==> config.mk <==
export PLATFORM = sky130hd
export DESIGN_NAME = key_event_fifo_flat
export DESIGN_NICKNAME = d
export VERILOG_FILES = /design/src/rtl/key_event_fifo_if.sv /design/src/rtl/key_event_fifo.sv /design/src/flat_wrapper.sv
export SDC_FILE = /design/constraint.sdc
export NUM_CORES = 1
export LEC_CHECK = 0
export CORE_MARGIN = 5
export CORE_UTILIZATION = 45
export CTS_CLUSTER_DIAMETER = 40
export DETAILED_ROUTE_END_ITERATION = 6
export PLACE_DENSITY = 0.66
export SYNTH_ARGS = -nofsm -noshare
export SYNTH_HDL_FRONTEND = slang
export SYNTH_SLANG_ARGS = --single-unit
==> constraint.sdc <==
create_clock -name clock -period 3.3 [get_ports clock]
set_input_delay 0.66 -clock clock [delete_from_list [all_inputs] [get_ports clock]]
set_output_delay 0.66 -clock clock [all_outputs]
set_load 0.02 [all_outputs]
==> src/rtl/key_event_fifo_if.sv <==
// Handshake bundle between the keyboard decoder, the key event FIFO and the game player.
// The upstream pair is a level ready with a one-cycle acknowledge.
// The downstream pair is a level ready with an edge-triggered read_fin.
interface key_event_fifo_if #(
  parameter int DATA_WIDTH = 3
) ();
  logic                  in_ready;
  logic [DATA_WIDTH-1:0] in_data;
  logic                  in_read_fin;
  logic                  out_ready;
  logic [DATA_WIDTH-1:0] out_data;
  logic                  out_read_fin;

  // The FIFO side: it accepts events from upstream and presents the head downstream.
  modport slave (
    input  in_ready,
    input  in_data,
    output in_read_fin,
    output out_ready,
    output out_data,
    input  out_read_fin
  );

  // The environment side: the decoder is the producer and the player is the consumer.
  modport master (
    output in_ready,
    output in_data,
    input  in_read_fin,
    input  out_ready,
    input  out_data,
    output out_read_fin
  );
endinterface

==> src/rtl/key_event_fifo.sv <==
// Key event FIFO between Keyboard_Decoder and Game_Player.
// Every held in_ready event is acknowledged once with a one-cycle in_read_fin pulse.
// Events that arrive while the FIFO is full are dropped but still acknowledged.
// A saturating counter records how many events were dropped.
// The head is popped on each rising edge of out_read_fin.
module key_event_fifo #(
  parameter int DATA_WIDTH = 3,
  parameter int DEPTH      = 8,
  parameter int LOG2_DEPTH = $clog2(DEPTH),
  parameter int OVF_WIDTH  = 8
) (
  input  logic                  clock,
  input  logic                  reset_n,
  input  logic                  flush,
  key_event_fifo_if.slave       bus,
  output logic [LOG2_DEPTH:0]   level,
  output logic [OVF_WIDTH-1:0]  overflow_cnt
);

  localparam int LW = LOG2_DEPTH + 1;
  localparam logic [LW-1:0] FULL_LEVEL = LW'(DEPTH);

  typedef enum logic {S_IDLE, S_ACK} state_t;

  state_t                  state_q;
  state_t                  state_d;
  logic                    capture;
  logic                    in_read_fin_q;
  logic                    out_read_fin_q;
  logic                    pop_req;
  logic                    do_pop;
  logic                    do_push;
  logic                    drop;
  logic                    full;
  logic [LOG2_DEPTH-1:0]   wr_ptr;
  logic [LOG2_DEPTH-1:0]   rd_ptr;
  logic [LW-1:0]           level_d;
  logic [DATA_WIDTH-1:0]   mem [DEPTH];

  // Upstream handshake state register.
  always_ff @(posedge clock or negedge reset_n) begin
    if (!reset_n) state_q <= S_IDLE;
    else          state_q <= state_d;
  end

  // S_ACK waits for in_ready to drop, so a held event is not captured twice.
  always_comb begin
    state_d = state_q;
    case (state_q)
      S_IDLE:  if (bus.in_ready)  state_d = S_ACK;
      S_ACK:   if (!bus.in_ready) state_d = S_IDLE;
      default: state_d = S_IDLE;
    endcase
  end

  // Capture happens on the idle-to-ack transition edge.
  always_comb begin
    capture = 1'b0;
    if (state_q == S_IDLE && bus.in_ready) capture = 1'b1;
  end

  // The acknowledge is a registered copy of capture, so it lasts exactly one cycle.
  always_ff @(posedge clock or negedge reset_n) begin
    if (!reset_n) in_read_fin_q <= 1'b0;
    else          in_read_fin_q <= capture;
  end

  // Rising-edge detector on the consumer acknowledge.
  always_ff @(posedge clock or negedge reset_n) begin
    if (!reset_n) out_read_fin_q <= 1'b0;
    else          out_read_fin_q <= bus.out_read_fin;
  end

  // When the FIFO is full, a same-edge pop frees a slot for the capture.
  // Flush overrides both push and pop.
  always_comb begin
    full    = (level == FULL_LEVEL);
    pop_req = bus.out_read_fin & ~out_read_fin_q;
    do_pop  = pop_req & (level != '0) & ~flush;
    do_push = capture & (~full | do_pop) & ~flush;
    drop    = capture & full & ~do_pop & ~flush;
    level_d = level;
    case ({do_push, do_pop})
      2'b10:   level_d = level + LW'(1);
      2'b01:   level_d = level - LW'(1);
      default: level_d = level;
    endcase
  end

  // Pointers and occupancy; pointers wrap naturally because DEPTH is a power of two.
  always_ff @(posedge clock or negedge reset_n) begin
    if (!reset_n) begin
      wr_ptr <= '0;
      rd_ptr <= '0;
      level  <= '0;
    end else if (flush) begin
      wr_ptr <= '0;
      rd_ptr <= '0;
      level  <= '0;
    end else begin
      if (do_push) wr_ptr <= wr_ptr + LOG2_DEPTH'(1);
      if (do_pop)  rd_ptr <= rd_ptr + LOG2_DEPTH'(1);
      level <= level_d;
    end
  end

  // Storage is cleared on reset, so the head never reads as X.
  always_ff @(posedge clock or negedge reset_n) begin
    if (!reset_n) begin
      for (int i = 0; i < DEPTH; i++) mem[i] <= '0;
    end else if (do_push) begin
      mem[wr_ptr] <= bus.in_data;
    end
  end

  // Dropped-event counter; it holds at all-ones and survives a flush.
  always_ff @(posedge clock or negedge reset_n) begin
    if (!reset_n)                         overflow_cnt <= '0;
    else if (drop && overflow_cnt != '1)  overflow_cnt <= overflow_cnt + OVF_WIDTH'(1);
  end

  assign bus.in_read_fin = in_read_fin_q;
  assign bus.out_ready   = (level != '0);
  assign bus.out_data    = mem[rd_ptr];

endmodule

==> src/flat_wrapper.sv <==
// flat-port wrapper written by rule: the top's interface ports become plain ports
module key_event_fifo_flat 
#(
  parameter int DATA_WIDTH = 3,
  parameter int DEPTH      = 8,
  parameter int LOG2_DEPTH = $clog2(DEPTH),
  parameter int OVF_WIDTH  = 8
)
  (clock, reset_n, flush, level, overflow_cnt, bus_in_ready, bus_in_data, bus_in_read_fin, bus_out_ready, bus_out_data, bus_out_read_fin);
  key_event_fifo_if #(.DATA_WIDTH(DATA_WIDTH)) bus_i ();
  input  logic clock;
  input  logic reset_n;
  input  logic flush;
  output logic [LOG2_DEPTH:0] level;
  output logic [OVF_WIDTH-1:0] overflow_cnt;
  input wire logic [$bits(bus_i.in_ready)-1:0] bus_in_ready;
  input wire logic [$bits(bus_i.in_data)-1:0] bus_in_data;
  output wire logic [$bits(bus_i.in_read_fin)-1:0] bus_in_read_fin;
  output wire logic [$bits(bus_i.out_ready)-1:0] bus_out_ready;
  output wire logic [$bits(bus_i.out_data)-1:0] bus_out_data;
  input wire logic [$bits(bus_i.out_read_fin)-1:0] bus_out_read_fin;
  assign bus_i.in_ready = bus_in_ready;
  assign bus_i.in_data = bus_in_data;
  assign bus_in_read_fin = bus_i.in_read_fin;
  assign bus_out_ready = bus_i.out_ready;
  assign bus_out_data = bus_i.out_data;
  assign bus_i.out_read_fin = bus_out_read_fin;
  key_event_fifo #(.DATA_WIDTH(DATA_WIDTH), .DEPTH(DEPTH), .LOG2_DEPTH(LOG2_DEPTH), .OVF_WIDTH(OVF_WIDTH)) u_core (.clock(clock), .reset_n(reset_n), .flush(flush), .bus(bus_i), .level(level), .overflow_cnt(overflow_cnt));
endmodule
==> results of run 1 <==
## per-stage QoR
stage	total power, mW	setup slack (ps)	TNS [ps]	hold slack [ps]
final	1.420	274.5	0	494.3
after global routing	1.490	147.4	0	524.1
after CTS	1.438	139.2	0	497.7
after detailed placement	1.061	-176.2	-176.2	483.8
after global placement	1.044	40.48	0	480.6
after floorplan	0.9046	634.0	0	364.4
## where the power goes
group	internal, mW	switching [mW]
Combinational	0.193	0.181
Sequential	0.609	0.0701
Clock	0.189	0.179
Total	0.990	0.429
## worst max path at each step
stage                     start               to  cells past startpoint
2_1_floorplan      bus_in_ready  u_core.level[3]                      8
3_3_place_gp       bus_in_ready  u_core.level[3]                      9
3_5_place_dp       bus_in_ready  u_core.level[3]                      9
4_1_cts            bus_in_ready  u_core.level[3]                      9
5_1_grt        u_core.rd_ptr[0]  bus_out_data[1]                      3
6_report       u_core.rd_ptr[0]  bus_out_data[1]                      3
## cell families after synthesis
| group | count (synthesis) | share of synthesized area [%] |
|---|---|---|
| xor gates and xnor gates | 11 | 4.187 |
| adders and majority gates | 6 | 3.589 |
| muxes | 36 | 20.45 |
| buffers and inverters | 9 | 1.522 |
| AOI/OAI and AO/OA | 18 | 6.417 |
| DFF | 45 | 48.94 |
| and+or+nand+nor | 54 | 14.90 |
## sequential cells by signal, indices dropped and copies added, names as in the netlist
register and count:
u_core.wr_ptr 3, u_core.rd_ptr 3, u_core.out_read_fin_q 1, u_core.bus.in_read_fin 1, u_core.level 4, u_core.overflow_cnt 8, u_core.state_q 1, u_core.mem 24
## area by class of cell
type	instances	area [µm²]
repair buffers	27	257.7
well taps	70	87.58
flip-flops and latches	45	1126
clock inverters	1	5.005
clock buffers	7	96.34
inverters	3	11.26
multi-input cells	125	1146
fillers	438	2312
## cell usage after synthesis (3+ instances only)
cell type   n  area, µm²
dfrtp_1    45       1126
mux2_2     28      315.3
xnor2_1     3      26.28
ha_1        5      62.56
nand4_1     3      18.77
nand3_1     8      40.04
a21oi_1     6      30.03
xor2_1      8      70.07
clkbuf_1    5      18.77
nor3_1      7      35.03
nand2_1     5      18.77
nor2_1     11      41.29
nor4_1      4      25.02
inv_1       3      11.26
mux4_2      6      135.1
## timing repair
action / in CTS / in global routing
setup buffers: 0 / 0
hold endpoints to repair: 0 / 0
setup endpoints to repair: 0 / 1
resized for setup: 0 / 1
## placed cells by master (no fill, tap or decap), types with 2 or more instances in the layout
master | synthesis | routed
a211o_1 | 2 | 2
a21oi_1 | 6 | 6
buf_4 | 0 | 3
clkbuf_8 | 0 | 7
clkdlybuf4s50_1 | 0 | 23
dfrtp_1 | 45 | 45
ha_1 | 5 | 5
inv_1 | 3 | 3
mux2_2 | 28 | 28
mux2i_1 | 2 | 2
mux4_2 | 6 | 6
nand2_1 | 5 | 5
nand3_1 | 8 | 8
nand3b_1 | 2 | 2
nand4_1 | 3 | 3
nor2_1 | 11 | 11
nor3_1 | 7 | 7
nor3b_1 | 2 | 2
nor4_1 | 4 | 3
o211ai_1 | 2 | 2
o21ai_0 | 2 | 2
xnor2_1 | 3 | 3
xor2_1 | 8 | 8
## layer usage
layer	up-vias	wire length (µm)	track usage (%)
met5	-	0	0
met4	0	85	6.757
li1	717	-	-
met3	7	209	4.276
met2	43	2326	26.71
met1	771	2100	21.06
## critical path, cell delays in order (launching register included)
cell             delay (ps)
dfrtp_1                 650
mux4_2                  590
mux2_2                  290
clkdlybuf4s50_1         540
==> metrics.md, run 1 <==
| Metric | Value |
|---|---|
| CTS tree | built |
| Largest net degree at the start of global routing | 46 |
| Least-Margin Pin Slew | 983.2 ps |
| Syn_area_per_cell | 12.85 µm² |
| Router iterations before antenna repair | 4 |
| Initial Util | 45.63% |
| Worst hold start | u_core.overflow_cnt[7] |
| Final Max Slew Viols | 0 |
| Die width | 81.51 µm |
| Layout area overhead | 18.65% |
| Max VDD drop | 0.0004175 V |
| Worst R2R End | u_core.level[3] |
| Die Y | 81.51 µm |
| Routed via count | 1538 |
| Post-route design area | 2730 µm² |
| CP Class | reg2out |
| Top_reg_cell synth | dfrtp_1 |
| Final hold vios | 0 |
| GRT Total Usage | 16.52% |
| Die area | 6643 µm² |
| Initial DRC Count | 77 |
| Drc violations | 0 |
| Crit path capture type | output pin |
| Layout Cells excl Fill | 278 |
| Post-Route WL | 4.721 mm |
| Count of hold buffers inserted by post-cts repair | 0 |
| Worst path required time | 2640 ps |
| H-tree Lvls | 2 |
| Post-route antenna net violation count | 0 |
| Root buf cell | clkbuf_8 |
| Final period util | 91.68% |
| Synth Cell Area | 2301 µm² |
| Global-route wire length before repair | 8.321 mm |
| Synth warn | 0 |
| Final GP Congestion | 0.8456 |
| Final min period | 3026 ps |
| R2r startpoint | u_core.level[0] |
| Synth Instances | 179 |
| Remaining global-route overflow | 0 |
| Final Setup Violations | 0 |
| Avg WL per Cell | 16.98 µm |
| Detailed Place HPWL | 3.471 mm |
| Antenna fix cells | 0 |
| Max Fclk | 330.5 MHz |
| Nets@finish | 221 |
| Number of synthesized flops with an enable pin | 0 |
| Max Clock Skew | 9.789 ps |
| Clock Latency Late Sink | 290 ps |
| Worst setup SP type | register |
| Share of layout cells above drive strength 1 | 26.92% |
| Row count | 26 |
| Core ar. | 5042 µm² |
| FF-to-FF path depth | 7 |
| Max_slew headroom | 34.45% |
| Initial antenna violation count | 0 |
| Worst-path clk slew | 80 ps |
| CP arrival | 2370 ps |
| Num ports | 25 |
| Async set-reset flop share out of synthesis | 100.0% |
| Num CTS Buffers | 5 |
| I/O Buffers | 24 |
| Hold path depth | 1 |
| Placed cell area | 2623 µm² |
| Internal reg-to-reg setup slack | 740 ps |
| RSZ-0062 raised after global routing | no |
| Pwr per Cell Area | 520.0 nW/µm² |
| Vias in the first global route | 1699 |
| Endpoint, Worst Hold | u_core.overflow_cnt[7] |
| Util after Layout | 54.14% |
| Clock Sinks | 45 |
| Static leakage | 1.191 nW |
| Status | completed |
| Dpl cells | 270 |
| Net count after synthesis | 193 |
| HP Class | reg2reg |
| Crit Path Max Fanout | 8 |
| Yosys reg bits | 45 |
| Sequential cell area fraction in the yosys report | 48.94% |
| Avg Vias per Cell | 5.532 |
| MaxCap Viol Count | 0 |
| Synth cell types | 41 |
| CTS Buffer Depth | 2 |
No activity file was read; power rests on OpenSTA's default activity.
==> inputs of run 2 (changes only) <==
--- a/config.mk
+++ b/config.mk
@@ -7,6 +7,7 @@
 export LEC_CHECK = 0
 export CORE_MARGIN = 5
 export CORE_UTILIZATION = 45
+export CTS_BUF_LIST = sky130_fd_sc_hd__clkbuf_16
 export CTS_CLUSTER_DIAMETER = 40
 export DETAILED_ROUTE_END_ITERATION = 6
 export PLACE_DENSITY = 0.66
==> constraint.sdc (replaced) <==
create_clock -name clock -period 2.85 [get_ports clock]
set_input_delay 0.57 -clock clock [delete_from_list [all_inputs] [get_ports clock]]
set_output_delay 0.57 -clock clock [all_outputs]
set_load 0.02 [all_outputs]
==> metrics.md, run 2 (same netlist as run 1, synthesis figures left out) <==
| Metric | Value |
|---|---|
| Initial antenna violation count | 0 |
| Vias in the first global route | 1669 |
| Num CTS Buffers | 5 |
| # Post-CTS Setup Buffers | 0 |
| Static leakage | 1.241 nW |
| Worst setup SP type | register |
| Remaining global-route overflow | 0 |
| Commonest cells after routing, fill and taps aside | dfrtp_1 (44), mux2_2 (28), clkdlybuf4s50_1 (23) |
| FILL cells | 429 |
| Worst-path clk slew | 60 ps |
| Crit Path Max Fanout | 7 |
| Die Y | 81.51 µm |
| H-tree Lvls | 2 |
| CTS Buffer Depth | 2 |
| Core ar. | 5042 µm² |
| Nets@finish | 228 |
| Router iterations before antenna repair | 4 |
| CTS tree | built |
| Max Fclk | 364.7 MHz |
| Post-route antenna net violation count | 0 |
| Pwr Total | 1.761 mW |
| Global-route wire length before repair | 8.169 mm |
| Final GP Congestion | 0.8682 |
| Share of layout cells above drive strength 1 | 28.97% |
| GRT Total Usage | 16.09% |
| Final hold vios | 0 |
| Least-Margin Pin Slew | 987.9 ps |
| Post-Route WL | 4.696 mm |
| Post-cts resize count | 2 |
| Final Max Slew Viols | 0 |
| Clock Latency Late Sink | 280 ps |
| Crit path capture type | output pin |
| Util after Layout | 55.93% |
| RSZ-0062 raised after global routing | no |
| Worst path required time | 2280 ps |
| Root buf cell | clkbuf_16 |
| Commonest non-fill, non-tap cell in the layout | dfrtp_1 |
| Antenna fix cells | 0 |
| Layout Cells excl Fill | 284 |
| I/O Buffers | 24 |
| Die width | 81.51 µm |
| MaxCap Viol Count | 0 |
| Drc violations | 0 |
| Status | completed |
| Die area | 6643 µm² |
| Biggest regs | u_core.mem: 24 flops, u_core.overflow_cnt: 8 flops, u_core.level: 4 flops |
| Detailed Place HPWL | 3.436 mm |
| CP Class | reg2out |
| Final period util | 96.21% |
| Max VDD drop | 0.0004377 V |
| Num ports | 25 |
| Count of hold buffers inserted by post-cts repair | 0 |
| CP arrival | 2170 ps |
| Largest net degree at the start of global routing | 46 |
| Max_slew headroom | 34.14% |
| Final TNS setup | 0 ps |
| Final min period | 2742 ps |
| Final hold slack | 452.5 ps |
| Avg WL per Cell | 16.54 µm |
| Max Clock Skew | 4.200 ps |
| Layout area overhead | 22.57% |
| Pwr per Cell Area | 624.5 nW/µm² |
| HP Class | in2async |
| Initial DRC Count | 85 |
| Clock Sinks | 45 |
| Top reg by flops | u_core.mem |
| Avg Vias per Cell | 5.521 |
| Initial Util | 45.63% |
| Routed via count | 1568 |
| Max FFs per register | 24 |
| Row count | 26 |
| Final Setup Violations | 0 |
| Dpl cells | 277 |
[run 2: report_power, final]
part           internal, mW  switching [mW]
sequential            0.707          0.0789
combinational         0.230           0.207
clock                 0.318           0.221
[run 2: worst max-delay path: stages, from the launching register on]
cell	delay, ps
dfrtp_2	510
mux4_2	550
mux2_2	290
clkdlybuf4s50_1	540
[run 2: path summary, 6_finish.rpt]
| kind | start | end | slack (ps) | cells after the start |
|---|---|---|---|---|
| worst max register to register | u_core.level[0] | u_core.level[3] | 330 | 7 |
| worst max-delay path | u_core.rd_ptr[0] | bus_out_data[2] | 110 | 3 |
| max in group asynchronous | reset_n | u_core.rd_ptr[0] | 1720 | 1 |
| min in group clock | u_core.overflow_cnt[7] | u_core.overflow_cnt[7] | 500 | 1 |
| worst min register to register | u_core.overflow_cnt[7] | u_core.overflow_cnt[7] | 500 | 1 |
| worst min-delay path | reset_n | u_core.mem[2] | 450 | 1 |
[run 2: cell type report]
| cell class | count | area (µm²) | share of cell area (%) |
|---|---|---|---|
| clock buffers | 5 | 125.1 | 4.437 |
| clock inverters | 2 | 12.51 | 0.4437 |
| inverters | 3 | 11.26 | 0.3993 |
| multi-input cells | 125 | 1146 | 40.64 |
| flip-flops and latches | 45 | 1127 | 39.97 |
| well taps | 70 | 87.58 | 3.106 |
| repair buffers | 34 | 310.3 | 11.00 |
[run 2: layer usage]
layer  GRT usage (%)  vias up  wire (µm)
met1           20.61      798       2089
met5               0        -          0
met3           3.289        6        168
met4           4.561        0         57
li1                -      733          -
met2           27.52       31       2381
[run 2: through the flow]
| stage | setup WS (ps) | area, µm² |
|---|---|---|
| 2_1_floorplan | 274.0 | 2301 |
| 3_3_place_gp | -150.6 | 2675 |
| 5_1_grt | 40.02 | 2820 |
| 3_5_place_dp | -376.1 | 2675 |
| 6_report | 108.0 | 2820 |
| 4_1_cts | 94.05 | 2820 |
==> inputs of run 3 (changes only) <==
--- a/config.mk
+++ b/config.mk
@@ -6,11 +6,10 @@
 export NUM_CORES = 1
 export LEC_CHECK = 0
 export CORE_MARGIN = 5
-export CORE_UTILIZATION = 45
+export CORE_UTILIZATION = 40
 export CTS_BUF_LIST = sky130_fd_sc_hd__clkbuf_16
 export CTS_CLUSTER_DIAMETER = 40
 export DETAILED_ROUTE_END_ITERATION = 6
-export PLACE_DENSITY = 0.66
 export SYNTH_ARGS = -nofsm -noshare
 export SYNTH_HDL_FRONTEND = slang
 export SYNTH_SLANG_ARGS = --single-unit
==> constraint.sdc (replaced) <==
create_clock -name clock -period 2.85 [get_ports clock]
set_input_delay 0.57 -clock clock [delete_from_list [all_inputs] [get_ports clock]]
set_output_delay 0.57 -clock clock [all_outputs]
set_load 0.1 [all_outputs]
==> metrics.md, run 3 (same netlist as run 1, synthesis figures left out) <==
| Metric | Value |
|---|---|
| Static leakage | 1.277 nW |
| Avg Vias per Cell | 5.449 |
| Register area | 1131 µm² |
| GRT Total Usage | 14.73% |
| R2r startpoint | u_core.level[0] |
| CTS Buffer Depth | 2 |
| Initial antenna violation count | 0 |
| HP Class | in2async |
| Final GP Congestion | 0.8045 |
| Antenna fix cells | 0 |
| RSZ-0062 raised after global routing | no |
| Pwr Total | 2.094 mW |
| Share of layout cells above drive strength 1 | 38.14% |
| I/O Buffers | 24 |
| Clock Latency Late Sink | 280 ps |
| Highest routed layer | met4 |
| Num ports | 25 |
| Core ar. | 5540 µm² |
| Worst path required time | 2280 ps |
| Max_slew headroom | 63.40% |
| Nets@finish | 228 |
| Final Max Slew Viols | 0 |
| Detailed Place HPWL | 3.625 mm |
| Initial Util | 41.53% |
| Pwr per Cell Area | 739.3 nW/µm² |
| Crit path capture type | output pin |
| Global-route wire length before repair | 8.583 mm |
| Vias in the first global route | 1693 |
| CP Class | reg2out |
| Count of hold buffers inserted by post-cts repair | 0 |
| Biggest regs | u_core.mem: 24 flops, u_core.overflow_cnt: 8 flops, u_core.level: 4 flops |
| Commonest cells after routing, fill and taps aside | dfrtp_1 (41), mux2_2 (28), buf_4 (24) |
| Final Setup Violations | 0 |
| FILL cells | 504 |
| Internal reg-to-reg setup slack | 450 ps |
| Max FFs per register | 24 |
| Routed via count | 1564 |
| Met2 Routed Length | 2.440 mm |
| Max Fclk | 393.0 MHz |
| Max VDD drop | 0.0005656 V |
| H-tree Lvls | 2 |
| Largest net degree at the start of global routing | 25 |
| Die width | 85.85 µm |
| Final hold vios | 0 |
| Worst-path clk slew | 70 ps |
| Worst R2R End | u_core.level[3] |
| Post-route antenna net violation count | 0 |
| CP arrival | 1970 ps |
| Final min period | 2545 ps |
| Row count | 27 |
| Die Y | 85.85 µm |
| Final period util | 89.28% |
| Router iterations before antenna repair | 4 |
| Placed cell area | 2678 µm² |
| # Post-CTS Setup Buffers | 0 |
| Post-Route WL | 4.832 mm |
| Die area | 7369 µm² |
| CTS tree | built |
| Crit Path Max Fanout | 8 |
| Top reg by flops | u_core.mem |
| Layout area overhead | 23.11% |
| FF-to-FF path depth | 7 |
| Clock Sinks | 45 |
| Met3 wire len | 237 µm |
| Least-Margin Pin Slew | 549.0 ps |
| Avg WL per Cell | 16.84 µm |
| Remaining global-route overflow | 0 |
| Drc violations | 0 |
| Status | completed |
| Commonest non-fill, non-tap cell in the layout | dfrtp_1 |
| Wire length on met1 | 2.081 mm |
| Worst setup SP type | register |
| Max Clock Skew | 8.530 ps |
| Root buf cell | clkbuf_16 |
| Area of the multi-input gates | 1155 µm² |
| MaxCap Viol Count | 0 |
| Initial DRC Count | 61 |
| Num CTS Buffers | 5 |
| Post-route design area | 2833 µm² |
-- run 3: changes by cell type in the layout (fill, tap and decap cells not counted), moves of 3 or more --
| cell | previous run | this run |
|---|---|---|
| dfrtp_1 | 44 | 41 |
| buf_4 | 10 | 24 |
| dfrtp_2 | 1 | 4 |
| buf_12 | 0 | 3 |
| clkdlybuf4s50_1 | 23 | 6 |
-- run 3: cell type report --
cell class	instances	share of cell area, %
sequential	45	39.93
timing repair buffer	34	10.78
clock buffer	5	4.417
clock inverter	3	0.5300
tap	72	3.180
inverter	3	0.3975
multi-input combinational	125	40.77
-- run 3: routing by layer --
layer  track usage [%]  vias to the layer above
met4             4.317                        0
met1             18.53                      796
li1                  -                      726
met2             24.86                       34
met5                 0                        -
met3             3.939                        8
-- run 3: worst max path at each step --
stage | from | to | slack (ps) | depth (start not counted)
final | u_core.rd_ptr[0] | bus_out_data[0] | 310 | 3
after global routing | u_core.rd_ptr[0] | bus_out_data[0] | 200 | 3
after CTS | bus_in_ready | u_core.level[3] | 200 | 9
after detailed placement | bus_in_ready | u_core.level[3] | -430 | 9
after global placement | bus_in_ready | u_core.level[3] | -150 | 9
after floorplan | u_core.level[0] | u_core.level[3] | 120 | 7
-- run 3: worst max-delay path, stage by stage (launching register included) --
cell and delay [ps]:
dfrtp_1 630, mux4_2 580, mux2_2 310, buf_12 170
-- run 3: power by group --
part / total, mW / internal (mW) / switching [mW]
combinational: 0.758 / 0.258 / 0.500
sequential: 0.788 / 0.708 / 0.0799
clock: 0.548 / 0.318 / 0.230
total: 2.09 / 1.28 / 0.810
-- run 3: per-stage QoR --
step | instances | TNS, ps | hold WS, ps | setup WS [ps] | util [%]
after CTS | 287 | 0 | 285.8 | 195.1 | 50.97
after floorplan | 179 | 0 | 274.4 | 122.3 | -
final | 287 | 0 | 266.2 | 305.4 | 51.13
after global routing | 287 | 0 | 321.0 | 199.0 | 51.13
after detailed placement | 279 | -638.7 | 489.0 | -430.2 | 48.33
after global placement | 279 | -151.7 | 481.2 | -151.7 | 48.33
-- run 3: what timing repair did --
item	CTS	global route
setup endpoints to repair	1	1
pin swaps	0	0
resized for setup	1	1
endpoints found under the hold margin	0	0
gates cloned	0	0
